**config.mk**
```make
export PLATFORM = sky130hd
export DESIGN_NAME = arcade_input_ctrl_flat
export DESIGN_NICKNAME = d
export VERILOG_FILES = /design/src/rtl/arcade_input_pkg.sv /design/src/rtl/arcade_input_ctrl_if.sv /design/src/rtl/coin_start_seq.sv /design/src/rtl/arcade_input_ctrl.sv /design/src/flat_wrapper.sv
export SDC_FILE = /design/constraint.sdc
export NUM_CORES = 1
export LEC_CHECK = 0
export CORE_MARGIN = 2
export CORE_UTILIZATION = 45
export CTS_BUF_LIST = sky130_fd_sc_hd__clkbuf_8 sky130_fd_sc_hd__clkbuf_16
export CTS_CLUSTER_DIAMETER = 120
export DETAILED_ROUTE_END_ITERATION = 12
export PLACE_DENSITY = 0.77
export SYNTH_ARGS = -nofsm -noshare
export SYNTH_HDL_FRONTEND = slang
export SYNTH_SLANG_ARGS = --single-unit
```
**constraint.sdc**
```tcl
create_clock -name clk_sys -period 1.9 [get_ports clk_sys]
set_input_delay 0.57 -clock clk_sys [delete_from_list [all_inputs] [get_ports clk_sys]]
set_output_delay 0.57 -clock clk_sys [all_outputs]
set_load 0.005 [all_outputs]
```
**src/rtl/arcade_input_pkg.sv**
```systemverilog
// rtl/arcade_input_pkg.sv - shared joystick bit indices, scan codes and state types for arcade_input_ctrl
package arcade_input_pkg;

    localparam int JOY_R    = 0;
    localparam int JOY_L    = 1;
    localparam int JOY_D    = 2;
    localparam int JOY_U    = 3;
    localparam int JOY_BTN0 = 4;

    typedef enum logic [1:0] {
        ROT_NONE  = 2'd0,
        ROT_CW90  = 2'd1,
        ROT_180   = 2'd2,
        ROT_CCW90 = 2'd3
    } rotate_t;

    localparam logic [8:0] SC_UP      = 9'h175;
    localparam logic [8:0] SC_DOWN    = 9'h172;
    localparam logic [8:0] SC_LEFT    = 9'h16B;
    localparam logic [8:0] SC_RIGHT   = 9'h174;
    localparam logic [8:0] SC_FIRE0_A = 9'h029;
    localparam logic [8:0] SC_FIRE0_B = 9'h014;
    localparam logic [8:0] SC_FIRE1   = 9'h011;
    localparam logic [8:0] SC_START0  = 9'h005;
    localparam logic [8:0] SC_START1  = 9'h006;

    typedef enum logic [1:0] {
        IDLE  = 2'd0,
        COIN  = 2'd1,
        GAP   = 2'd2,
        START = 2'd3
    } coin_state_t;

endpackage

```
**src/rtl/arcade_input_ctrl_if.sv**
```systemverilog
// rtl/arcade_input_ctrl_if.sv - input/output bundle between hps_io side and the game core
interface arcade_input_ctrl_if #(
    parameter int PLAYERS = 2,
    parameter int BUTTONS = 4
);
    logic [10:0]              ps2_key;
    logic [16*PLAYERS-1:0]    joystick;
    logic [1:0]               rotate;
    logic [PLAYERS-1:0]       autofire_en;
    logic [4*PLAYERS-1:0]     dir;
    logic [BUTTONS*PLAYERS-1:0] btn;
    logic [PLAYERS-1:0]       coin;
    logic [PLAYERS-1:0]       start;

    modport master (
        output ps2_key, joystick, rotate, autofire_en,
        input  dir, btn, coin, start
    );

    modport slave (
        input  ps2_key, joystick, rotate, autofire_en,
        output dir, btn, coin, start
    );
endinterface

```
**src/rtl/coin_start_seq.sv**
```systemverilog
// rtl/coin_start_seq.sv - per-player coin pulse, gap, then start level, timed in ce ticks
module coin_start_seq
    import arcade_input_pkg::*;
#(
    parameter int COIN_TICKS = 16
)(
    input  logic clk_sys,
    input  logic reset,
    input  logic ce,
    input  logic req,
    output logic coin,
    output logic start
);
    localparam int CW = $clog2(COIN_TICKS + 1);
    localparam logic [CW-1:0] LAST = CW'(COIN_TICKS - 1);
    localparam logic [CW-1:0] FULL = CW'(COIN_TICKS);

    coin_state_t   state, state_nx;
    logic [CW-1:0] cnt, cnt_nx;
    logic          req_q;

    // req_q resets high so a request held through reset cannot look like a new edge
    always_ff @(posedge clk_sys or posedge reset) begin
        if (reset) begin
            state <= IDLE;
            cnt   <= '0;
            req_q <= 1'b1;
            coin  <= 1'b0;
            start <= 1'b0;
        end else begin
            state <= state_nx;
            cnt   <= cnt_nx;
            req_q <= req;
            coin  <= (state_nx == COIN);
            start <= (state_nx == START);
        end
    end

    always_comb begin
        state_nx = state;
        cnt_nx   = cnt;
        case (state)
            IDLE: begin
                if (req && !req_q) begin
                    state_nx = COIN;
                    cnt_nx   = '0;
                end
            end
            COIN, GAP: begin
                if (ce) begin
                    if (cnt == LAST) begin
                        state_nx = (state == COIN) ? GAP : START;
                        cnt_nx   = '0;
                    end else begin
                        cnt_nx = cnt + 1'b1;
                    end
                end
            end
            START: begin
                if (ce && cnt != FULL) cnt_nx = cnt + 1'b1;
                if (cnt_nx == FULL && !req) begin
                    state_nx = IDLE;
                    cnt_nx   = '0;
                end
            end
            default: state_nx = IDLE;
        endcase
    end
endmodule

```
**src/rtl/arcade_input_ctrl.sv**
```systemverilog
// rtl/arcade_input_ctrl.sv - keyboard/joystick merge, rotation, cancel, autofire and coin/start front end
// Optional autofire counter built only when INPUT_AUTOFIRE_EN is defined.
module arcade_input_ctrl
    import arcade_input_pkg::*;
#(
    parameter int PLAYERS    = 2,
    parameter int BUTTONS    = 4,
    parameter int COIN_TICKS = 16,
    parameter int AF_TICKS   = 8
)(
    input  logic                clk_sys,
    input  logic                reset,
    input  logic                ce,
    arcade_input_ctrl_if.slave  io
);
    logic key_tog, key_evt;
    logic k_up, k_down, k_left, k_right, k_fire0, k_fire1, k_start0, k_start1;

    assign key_evt = io.ps2_key[10] ^ key_tog;

    always_ff @(posedge clk_sys or posedge reset) begin
        if (reset) begin
            key_tog  <= 1'b0;
            k_up     <= 1'b0;
            k_down   <= 1'b0;
            k_left   <= 1'b0;
            k_right  <= 1'b0;
            k_fire0  <= 1'b0;
            k_fire1  <= 1'b0;
            k_start0 <= 1'b0;
            k_start1 <= 1'b0;
        end else begin
            key_tog <= io.ps2_key[10];
            if (key_evt) begin
                case (io.ps2_key[8:0])
                    SC_UP:                  k_up     <= io.ps2_key[9];
                    SC_DOWN:                k_down   <= io.ps2_key[9];
                    SC_LEFT:                k_left   <= io.ps2_key[9];
                    SC_RIGHT:               k_right  <= io.ps2_key[9];
                    SC_FIRE0_A, SC_FIRE0_B: k_fire0  <= io.ps2_key[9];
                    SC_FIRE1:               k_fire1  <= io.ps2_key[9];
                    SC_START0:              k_start0 <= io.ps2_key[9];
                    SC_START1:              k_start1 <= io.ps2_key[9];
                    default: ;
                endcase
            end
        end
    end

`ifdef INPUT_AUTOFIRE_EN
    localparam int AW = $clog2(AF_TICKS + 1);
    logic [AW-1:0] af_cnt;
    logic          af_phase;

    always_ff @(posedge clk_sys or posedge reset) begin
        if (reset) begin
            af_cnt   <= '0;
            af_phase <= 1'b0;
        end else if (ce) begin
            if (af_cnt == AW'(AF_TICKS - 1)) begin
                af_cnt   <= '0;
                af_phase <= ~af_phase;
            end else begin
                af_cnt <= af_cnt + 1'b1;
            end
        end
    end
`else
    logic unused_af_en;
    assign unused_af_en = ^io.autofire_en;
`endif

    logic [4*PLAYERS-1:0]       dir_nx;
    logic [BUTTONS*PLAYERS-1:0] btn_nx;

    for (genvar p = 0; p < PLAYERS; p++) begin : g_player
        logic [15:0]        kbd, raw;
        logic [3:0]         rot, cln;
        logic [BUTTONS-1:0] fire;
        logic               unused_raw;

        always_comb begin
            kbd = '0;
            if (p == 0) begin
                kbd[JOY_U]            = k_up;
                kbd[JOY_D]            = k_down;
                kbd[JOY_L]            = k_left;
                kbd[JOY_R]            = k_right;
                kbd[JOY_BTN0]         = k_fire0;
                if (BUTTONS >= 2) kbd[JOY_BTN0 + 1] = k_fire1;
                kbd[JOY_BTN0+BUTTONS] = k_start0;
            end
            if (p == 1) kbd[JOY_BTN0+BUTTONS] = k_start1;
        end

        assign raw        = io.joystick[16*p +: 16] | kbd;
        assign unused_raw = ^raw;

        // rot/cln are {U,D,L,R}, matching joystick bits [3:0]
        always_comb begin
            rot = raw[3:0];
            case (rotate_t'(io.rotate))
                ROT_CW90:  rot = {raw[JOY_L], raw[JOY_R], raw[JOY_D], raw[JOY_U]};
                ROT_180:   rot = {raw[JOY_D], raw[JOY_U], raw[JOY_R], raw[JOY_L]};
                ROT_CCW90: rot = {raw[JOY_R], raw[JOY_L], raw[JOY_U], raw[JOY_D]};
                default: ;
            endcase
        end

        assign cln[3:2] = (rot[3] && rot[2]) ? 2'b00 : rot[3:2];
        assign cln[1:0] = (rot[1] && rot[0]) ? 2'b00 : rot[1:0];

        always_comb begin
            fire = raw[JOY_BTN0 +: BUTTONS];
`ifdef INPUT_AUTOFIRE_EN
            if (io.autofire_en[p]) fire[0] = raw[JOY_BTN0] & af_phase;
`endif
        end

        assign dir_nx[4*p +: 4]             = cln;
        assign btn_nx[BUTTONS*p +: BUTTONS] = fire;

        coin_start_seq #(
            .COIN_TICKS(COIN_TICKS)
        ) u_seq (
            .clk_sys(clk_sys),
            .reset  (reset),
            .ce     (ce),
            .req    (raw[JOY_BTN0+BUTTONS]),
            .coin   (io.coin[p]),
            .start  (io.start[p])
        );
    end

    always_ff @(posedge clk_sys or posedge reset) begin
        if (reset) begin
            io.dir <= '0;
            io.btn <= '0;
        end else begin
            io.dir <= dir_nx;
            io.btn <= btn_nx;
        end
    end
endmodule

```
**src/flat_wrapper.sv**
```systemverilog
// flat-port wrapper written by rule: the top's interface ports become plain ports
module arcade_input_ctrl_flat import arcade_input_pkg::*;
#(
    parameter int PLAYERS    = 2,
    parameter int BUTTONS    = 4,
    parameter int COIN_TICKS = 16,
    parameter int AF_TICKS   = 8
)
  (clk_sys, reset, ce, io_ps2_key, io_joystick, io_rotate, io_autofire_en, io_dir, io_btn, io_coin, io_start);
  arcade_input_ctrl_if #(.PLAYERS(PLAYERS), .BUTTONS(BUTTONS)) io_i ();
  input  logic clk_sys;
  input  logic reset;
  input  logic ce;
  input wire logic [$bits(io_i.ps2_key)-1:0] io_ps2_key;
  input wire logic [$bits(io_i.joystick)-1:0] io_joystick;
  input wire logic [$bits(io_i.rotate)-1:0] io_rotate;
  input wire logic [$bits(io_i.autofire_en)-1:0] io_autofire_en;
  output wire logic [$bits(io_i.dir)-1:0] io_dir;
  output wire logic [$bits(io_i.btn)-1:0] io_btn;
  output wire logic [$bits(io_i.coin)-1:0] io_coin;
  output wire logic [$bits(io_i.start)-1:0] io_start;
  assign io_i.ps2_key = io_ps2_key;
  assign io_i.joystick = io_joystick;
  assign io_i.rotate = io_rotate;
  assign io_i.autofire_en = io_autofire_en;
  assign io_dir = io_i.dir;
  assign io_btn = io_i.btn;
  assign io_coin = io_i.coin;
  assign io_start = io_i.start;
  arcade_input_ctrl #(.PLAYERS(PLAYERS), .BUTTONS(BUTTONS), .COIN_TICKS(COIN_TICKS), .AF_TICKS(AF_TICKS)) u_core (.clk_sys(clk_sys), .reset(reset), .ce(ce), .io(io_i));
endmodule
```
# Yosys cells after proc, flatten, opt, wreduce, memory -nomap -nowiden
# Index checks and enable logic that the tools add are counted.
# classes
bitwise_logic,3
add_sub_neg,2
muxes,32
eq_ne,32
n_reduce_logical,29
# op_table
operator,n
5-bit 2-to-1 mux,12
"9-bit equality test, second input constant",4
5-bit case mux with 3 select lines,2
2-bit 2-to-1 mux,12
4-bit case mux with 3 select lines,2
2-bit AND reduction,10
"9-bit by 3-bit equality test with 1-bit output, second input constant",2
"9-bit by 5-bit equality test with 1-bit output, second input constant",2
9-bit OR,2
"2-bit equality test, second input constant",8
2-bit case mux with 3 select lines,2
"5-bit by 1-bit adder with 5-bit output, second input constant",2
"2-bit by 1-bit equality test with 1-bit output, second input constant",5
"5-bit by 4-bit equality test with 1-bit output, second input constant",2
"5-bit equality test, second input constant",2
1-bit logical AND,10
"5-bit != test, second input constant",2
"9-bit by 6-bit equality test with 1-bit output, second input constant",1
"2-bit != test, second input constant",4
2-bit OR reduction,3
1-bit logical NOT,4
2-bit logical NOT,2
1-bit 2-to-1 mux,2
1-bit bitwise XOR,1
# totals
input_bits,50
out_inout_bits,20
elab_cells,119
reg_bits,45

# Logic depth before layout (Yosys ltp)
# Gate-level depths: netlist of the first run.
# logic_depth
ltp_word,9
depth_mapped,9
depth_no_buf,9

# Modules after synthesis
# Synthesis of the first run repeated with hierarchy kept, for this count alone.
# hier_totals
cells_unflattened,279
area_unflattened_um2,2741.4
# modules_own_cells
module,cells_each,area_each_um2,instances,seq_area_each_um2
arcade_input_ctrl,96,1138.6,1,625.6
coin_start_seq (u_core.g_player[0].u_seq),94,812.0,1,251.5
coin_start_seq (u_core.g_player[1].u_seq),89,790.8,1,251.5

# Least setup slack after synthesis of the first run
# Ideal clock, no wire load.
# synth_path
path_kind,register to register
startpoint,register u_core.g_player[0].u_seq.cnt[0]
endpoint,register u_core.g_player[0].u_seq.coin
t_arrival_ns,1.960
stages_incl_launch_ff,7
path_slack_ns,-0.181
setup_time_ns,0.121
required_ns,1.779
period_less_slack_ns,2.081
n_path_buf,0
path_cell_list,dfrtp_1 ha_1 nand3_1 ha_1 o21a_1 or4b_4 a22o_2
# synth_via
elab_chain_cells,9
word_cells_on_any_way,13
classes_between,add/sub: 1; eq/ne: 4; mux: 6; reduce/logical: 2
# synth_rtl
element,line,text
"start, declared",coin_start_seq.sv:19,"logic [CW-1:0] cnt, cnt_nx;"
"start signal, assigned",coin_start_seq.sv:32,cnt <= cnt_nx;
branches (longest 7 deep; another with 5-bit by 1-bit adder with 5-bit output),-,
2-bit case mux with 3 select lines (*),coin_start_seq.sv:42,case (state)
2-bit by 1-bit equality test with 1-bit output (*),coin_start_seq.sv:34,coin <= (state_nx == COIN);
"end signal, assigned",coin_start_seq.sv:34,
"end, declared",coin_start_seq.sv:11,"output logic coin,"
# Every way passes the cells marked *. The select of a mux whose other input is x is not followed.
# A chain may end at the register's enable or synchronous reset.

# Worst setup path in the final report of the first run
# layout_path
startpoint,register u_core.g_player[0].u_seq.cnt[0]
endpoint,register u_core.g_player[0].u_seq.start
# layout_via
elab_chain_cells,9
word_cells_on_any_way,13
classes_between,add/sub: 1; eq/ne: 4; mux: 6; reduce/logical: 2
# layout_rtl
element,line,text
branches (longest 7 deep; another with 5-bit by 1-bit adder with 5-bit output),-,
2-bit case mux with 3 select lines (*),coin_start_seq.sv:42,
2-bit equality test (*),coin_start_seq.sv:35,start <= (state_nx == START);
"end signal, assigned",coin_start_seq.sv:35,
"end, declared",coin_start_seq.sv:12,output logic start
# Marks and branches as above.

==> results of run 1 <==
==> per-layer routing <==
metal	share of wire	vias up
met5	0	-
met4	0.014	0
met3	0.048	13
met2	0.53	85
met1	0.41	1249
li1	-	1234
==> path summary, 6_finish.rpt <==
path	from	to	slack [ns]
max in group asynchronous	reset	u_core.g_player[1].u_seq.req_q$_DFF_PP1_	1.02
worst max register to register	u_core.g_player[0].u_seq.cnt[0]$_DFFE_PP0P_	u_core.g_player[0].u_seq.start$_DFF_PP0_	-0.20
worst min-delay path	io_ps2_key[10]	u_core.key_tog$_DFF_PP0_	0.42
worst min register to register	u_core.k_fire1$_DFFE_PP0P_	u_core.io.btn[1]$_DFF_PP0_	0.49
worst max-delay path	u_core.g_player[0].u_seq.cnt[0]$_DFFE_PP0P_	u_core.g_player[0].u_seq.start$_DFF_PP0_	-0.20
min in group asynchronous	reset	u_core.io.btn[2]$_DFF_PP0_	0.60
==> cell usage after synthesis, types with 4 or more instances <==
cell type  number
buf_4           5
mux2_2          9
nand2b_1        6
nand2_1        19
o21ai_0        11
clkbuf_1        6
nand3b_1        5
nor3b_1         5
a21o_1          4
o31ai_1         5
a31oi_1         4
nor2_1         12
a21oi_1        15
dfrtp_1        43
nand4_1         4
nor3_1          9
nand3_1        11
inv_1          24
or2_2           5
mux2i_1        10
nor2b_1         8
ha_1           16
==> per-stage QoR <==
stage                     TNS (ns)  hold WS [ns]  area, um2
after CTS                   -0.613         0.411       3880
after floorplan             -0.518         0.435       2770
after global placement       -9.53         0.460       3670
after detailed placement    -10.03         0.457       3670
after global routing         -1.41         0.412       4200
final                       -0.815         0.423       4200
==> power by group through the flow <==
stage / Clock (mW) / Sequential [mW] / Combinational (mW)
final: 0.889 / 1.13 / 1.41
after global routing: 0.949 / 1.14 / 1.52
after CTS: 0.902 / 1.11 / 1.19
after detailed placement: 0 / 1.12 / 1.17
after global placement: 0 / 1.12 / 1.13
after floorplan: 0 / 1.15 / 0.659
==> timing repair <==
item	CTS	global route
endpoints found under the setup margin	18	19
gates resized for setup	21	46
pin swaps	8	22
setup buffers	3	10
==> critical path, stage by stage, from the launching register on <==
cell     delay [ns]
dfrtp_1        0.46
ha_4           0.20
nand3_4        0.10
ha_4           0.23
o21a_1         0.17
or4b_4         0.57
a32o_1         0.26
==> layout make-up <==
cell class,count,area [um2]
Timing Repair Buffer,110,987
Multi-Input combinational cell,206,1760
Sequential cell,45,1130
Tap cell,75,93.8
Clock inverter,3,68.8
Fill cell,424,1720
Clock buffer,5,68.8
Inverter,24,92.6
==> logic make-up (layout without fill, tap and decap cells) <==
| group | Yosys count | in the layout | share of synthesized area |
|---|---|---|---|
| simple gates | 96 | 96 | 0.197 |
| xor+xnor | 3 | 3 | 0.00956 |
| flops | 45 | 45 | 0.410 |
| fa+ha+maj | 16 | 16 | 0.0728 |
| mux | 19 | 19 | 0.0733 |
| compound gates | 72 | 72 | 0.180 |
| buf+inv | 36 | 142 | 0.0564 |
==> registers in the layout, summed over array words and instances, names as in the netlist <==
signal and flops:
u_core.g_player.u_seq.state 4, u_core.k_start0 1, u_core.k_fire1 1, u_core.k_up 1
u_core.g_player.u_seq.req_q 2, u_core.k_down 1, u_core.k_left 1, u_core.k_start1 1
u_core.io.btn 8, u_core.k_right 1, u_core.g_player.u_seq.cnt 10, u_core.g_player.u_seq.start 2
u_core.io.dir 8, u_core.g_player.u_seq.coin 2, u_core.key_tog 1, u_core.k_fire0 1
==> reports/qor.json, run 1 <==
{
  "critical_path_class": {"value": "reg2reg"},
  "timing.final.ws_setup": {"value": -0.197, "unit": "ns"},
  "worst-endpoint-required": {"value": 2.10, "unit": "ns"},
  "number_of_global_route_vias_before_repair": {"value": 2522},
  "gr-usage-all-layers": {"value": 0.215},
  "cts-root-to-sink-buffers": {"value": 2},
  "routed_wirelength": {"value": 7450, "unit": "um"},
  "relSlewSlack": {"value": 0.700},
  "count_of_distinct_cell_types_in_the_synthesized_netlist": {"value": 55},
  "ant_nets": {"value": 0},
  "synth_nets": {"value": 353},
  "edff_count_synth": {"value": 0},
  "groute.layer.met2.usage": {"value": 0.395},
  "clockPowerShare": {"value": 0.260},
  "worstRegToRegCells": {"value": 6},
  "cell_area_after_synthesis": {"value": 0.00275, "unit": "mm2"},
  "yosys_reg_bits": {"value": 45},
  "grt_setup_unrepaired": {"value": "yes"},
  "path_max_fanout": {"value": 5},
  "synthesis.instances": {"value": 287},
  "synthArstFlopShare": {"value": 1.00},
  "tritoncts_num_sinks": {"value": 45},
  "layout.cells.most_common": {"value": "buf_4"},
  "synth_top_cell_by_area": {"value": "dfrtp_1"},
  "grt_use_met1": {"value": 0.254},
  "drt_first_iter_violations": {"value": 143},
  "total_leakage_power": {"value": 1.85, "unit": "nW"},
  "detail_route.first_pass.iterations": {"value": 4},
  "clock_tree_from_tritoncts": {"value": "done"},
  "maxCapViolCount": {"value": 0},
  "min_period_over_period": {"value": 1.10},
  "ys.warnings.count": {"value": 0},
  "placementRows": {"value": 28},
  "final_critical_path_required_period": {"value": 2.10, "unit": "ns"},
  "finalSetupViolations": {"value": 6},
  "synth_sequential_area_ratio": {"value": 0.410},
  "drt-vias-per-instance": {"value": 5.51},
  "grt_start_max_net_pins": {"value": 46},
  "clk_root_buffer_cell": {"value": "clkbuf_8"},
  "power.ir.vdd_worst": {"value": 0.473, "unit": "mV"},
  "netlist.area_leader.share": {"value": 0.391},
  "crit_path_end_kind": {"value": "flop"},
  "areaGrowthSynthToFinish": {"value": 52.7, "unit": "%"},
  "drc_errors": {"value": 0},
  "cell_internal_pwr": {"value": 2.31, "unit": "mW"},
  "worst_pin_slew": {"value": 0.449, "unit": "ns"},
  "net_count_reported_at_finish": {"value": 458},
  "netlist_top_cells_area": {"value": "dfrtp_1 (39%), ha_1 (7.3%), mux2_2 (3.7%)"},
  "clkTransAtPathRegs": {"value": 0.10, "unit": "ns"},
  "holdPathStages": {"value": 1},
  "post-route-util": {"value": 0.709},
  "failed_checks": {"value": "negative setup slack"},
  "place.detailed.instances": {"value": 447},
  "cp_data_arrival_time": {"value": 2.30, "unit": "ns"},
  "boundaryPins": {"value": 70},
  "hp-class": {"value": "in2reg"},
  "timing_hold_violations_final": {"value": 0},
  "combinationalPowerShare": {"value": 0.412},
  "gr-usage-met3": {"value": 0.0467},
  "fmax": {"value": 477, "unit": "MHz"},
  "slew_viol_final": {"value": 0},
  "syn_area_per_cell": {"value": 9.58, "unit": "um2"},
  "place.port_buffers": {"value": 53},
  "floorplan.core_area": {"value": 0.00592, "unit": "mm2"},
  "initial_core_util": {"value": 0.464},
  "switching_power": {"value": 1.11, "unit": "mW"},
  "synth_ff_type": {"value": "dfrtp_1"},
  "die_y": {"value": 82.2, "unit": "um"},
  "worst_skew_pair.late_latency": {"value": 0.30, "unit": "ns"},
  "grt-ovfl-total": {"value": 0},
  "dp_hpwl": {"value": 4880, "unit": "um"},
  "share_seq_of_total_power": {"value": 0.329},
  "clock_skew": {"value": 0.00826, "unit": "ns"},
  "grt_antenna_before_repair": {"value": 0},
  "wl_per_cell": {"value": 15.9, "unit": "um"},
  "post_layout_nonfiller_instances": {"value": 468},
  "gp_congestion": {"value": 0.903},
  "cts_htree_levels": {"value": 2},
  "switching_share": {"value": 0.326},
  "detailroute.via_count": {"value": 2581},
  "die_w": {"value": 82.2, "unit": "um"},
  "drive_gt1_frac": {"value": 0.323},
  "grt_pass1_wl": {"value": 11300, "unit": "um"},
  "power_density": {"value": 815, "unit": "mW/mm2"},
  "cts-buffers-inserted": {"value": 5},
  "outcome": {"value": "finished, violations left"},
  "p_total": {"value": 3.42, "unit": "mW"},
  "grt_busiest_layer": {"value": "met2"},
  "die_area": {"value": 0.00675, "unit": "mm2"},
  "critPathLaunchType": {"value": "flop"},
  "diodes": {"value": 0},
  "cts_hold_buffers": {"value": 0},
  "place_worst_setup_slack": {"value": -0.534, "unit": "ns"},
  "final_cell_mix": {"value": "buf_4 (51), clkdlybuf4s50_1 (46), dfrtp_1 (43)"}
}
(Power assumes the default switching activity.)
==> run 2: changes to the inputs <==
--- a/config.mk
+++ b/config.mk
@@ -10,6 +10,7 @@
 export CTS_BUF_LIST = sky130_fd_sc_hd__clkbuf_8 sky130_fd_sc_hd__clkbuf_16
 export CTS_CLUSTER_DIAMETER = 120
 export DETAILED_ROUTE_END_ITERATION = 12
+export GPL_ROUTABILITY_DRIVEN = 0
 export PLACE_DENSITY = 0.77
 export SYNTH_ARGS = -nofsm -noshare
 export SYNTH_HDL_FRONTEND = slang
==> results of run 2 <==
The final DEF is identical to that of run 1; final timing and power are the same.
==> run 3: changes to the inputs <==
--- a/config.mk
+++ b/config.mk
@@ -5,6 +5,7 @@
 export SDC_FILE = /design/constraint.sdc
 export NUM_CORES = 1
 export LEC_CHECK = 0
+export CAP_MARGIN = 20
 export CORE_MARGIN = 2
 export CORE_UTILIZATION = 45
 export CTS_BUF_LIST = sky130_fd_sc_hd__clkbuf_8 sky130_fd_sc_hd__clkbuf_16
==> results of run 3 <==
The final DEF is identical to that of run 1; final timing and power are the same.
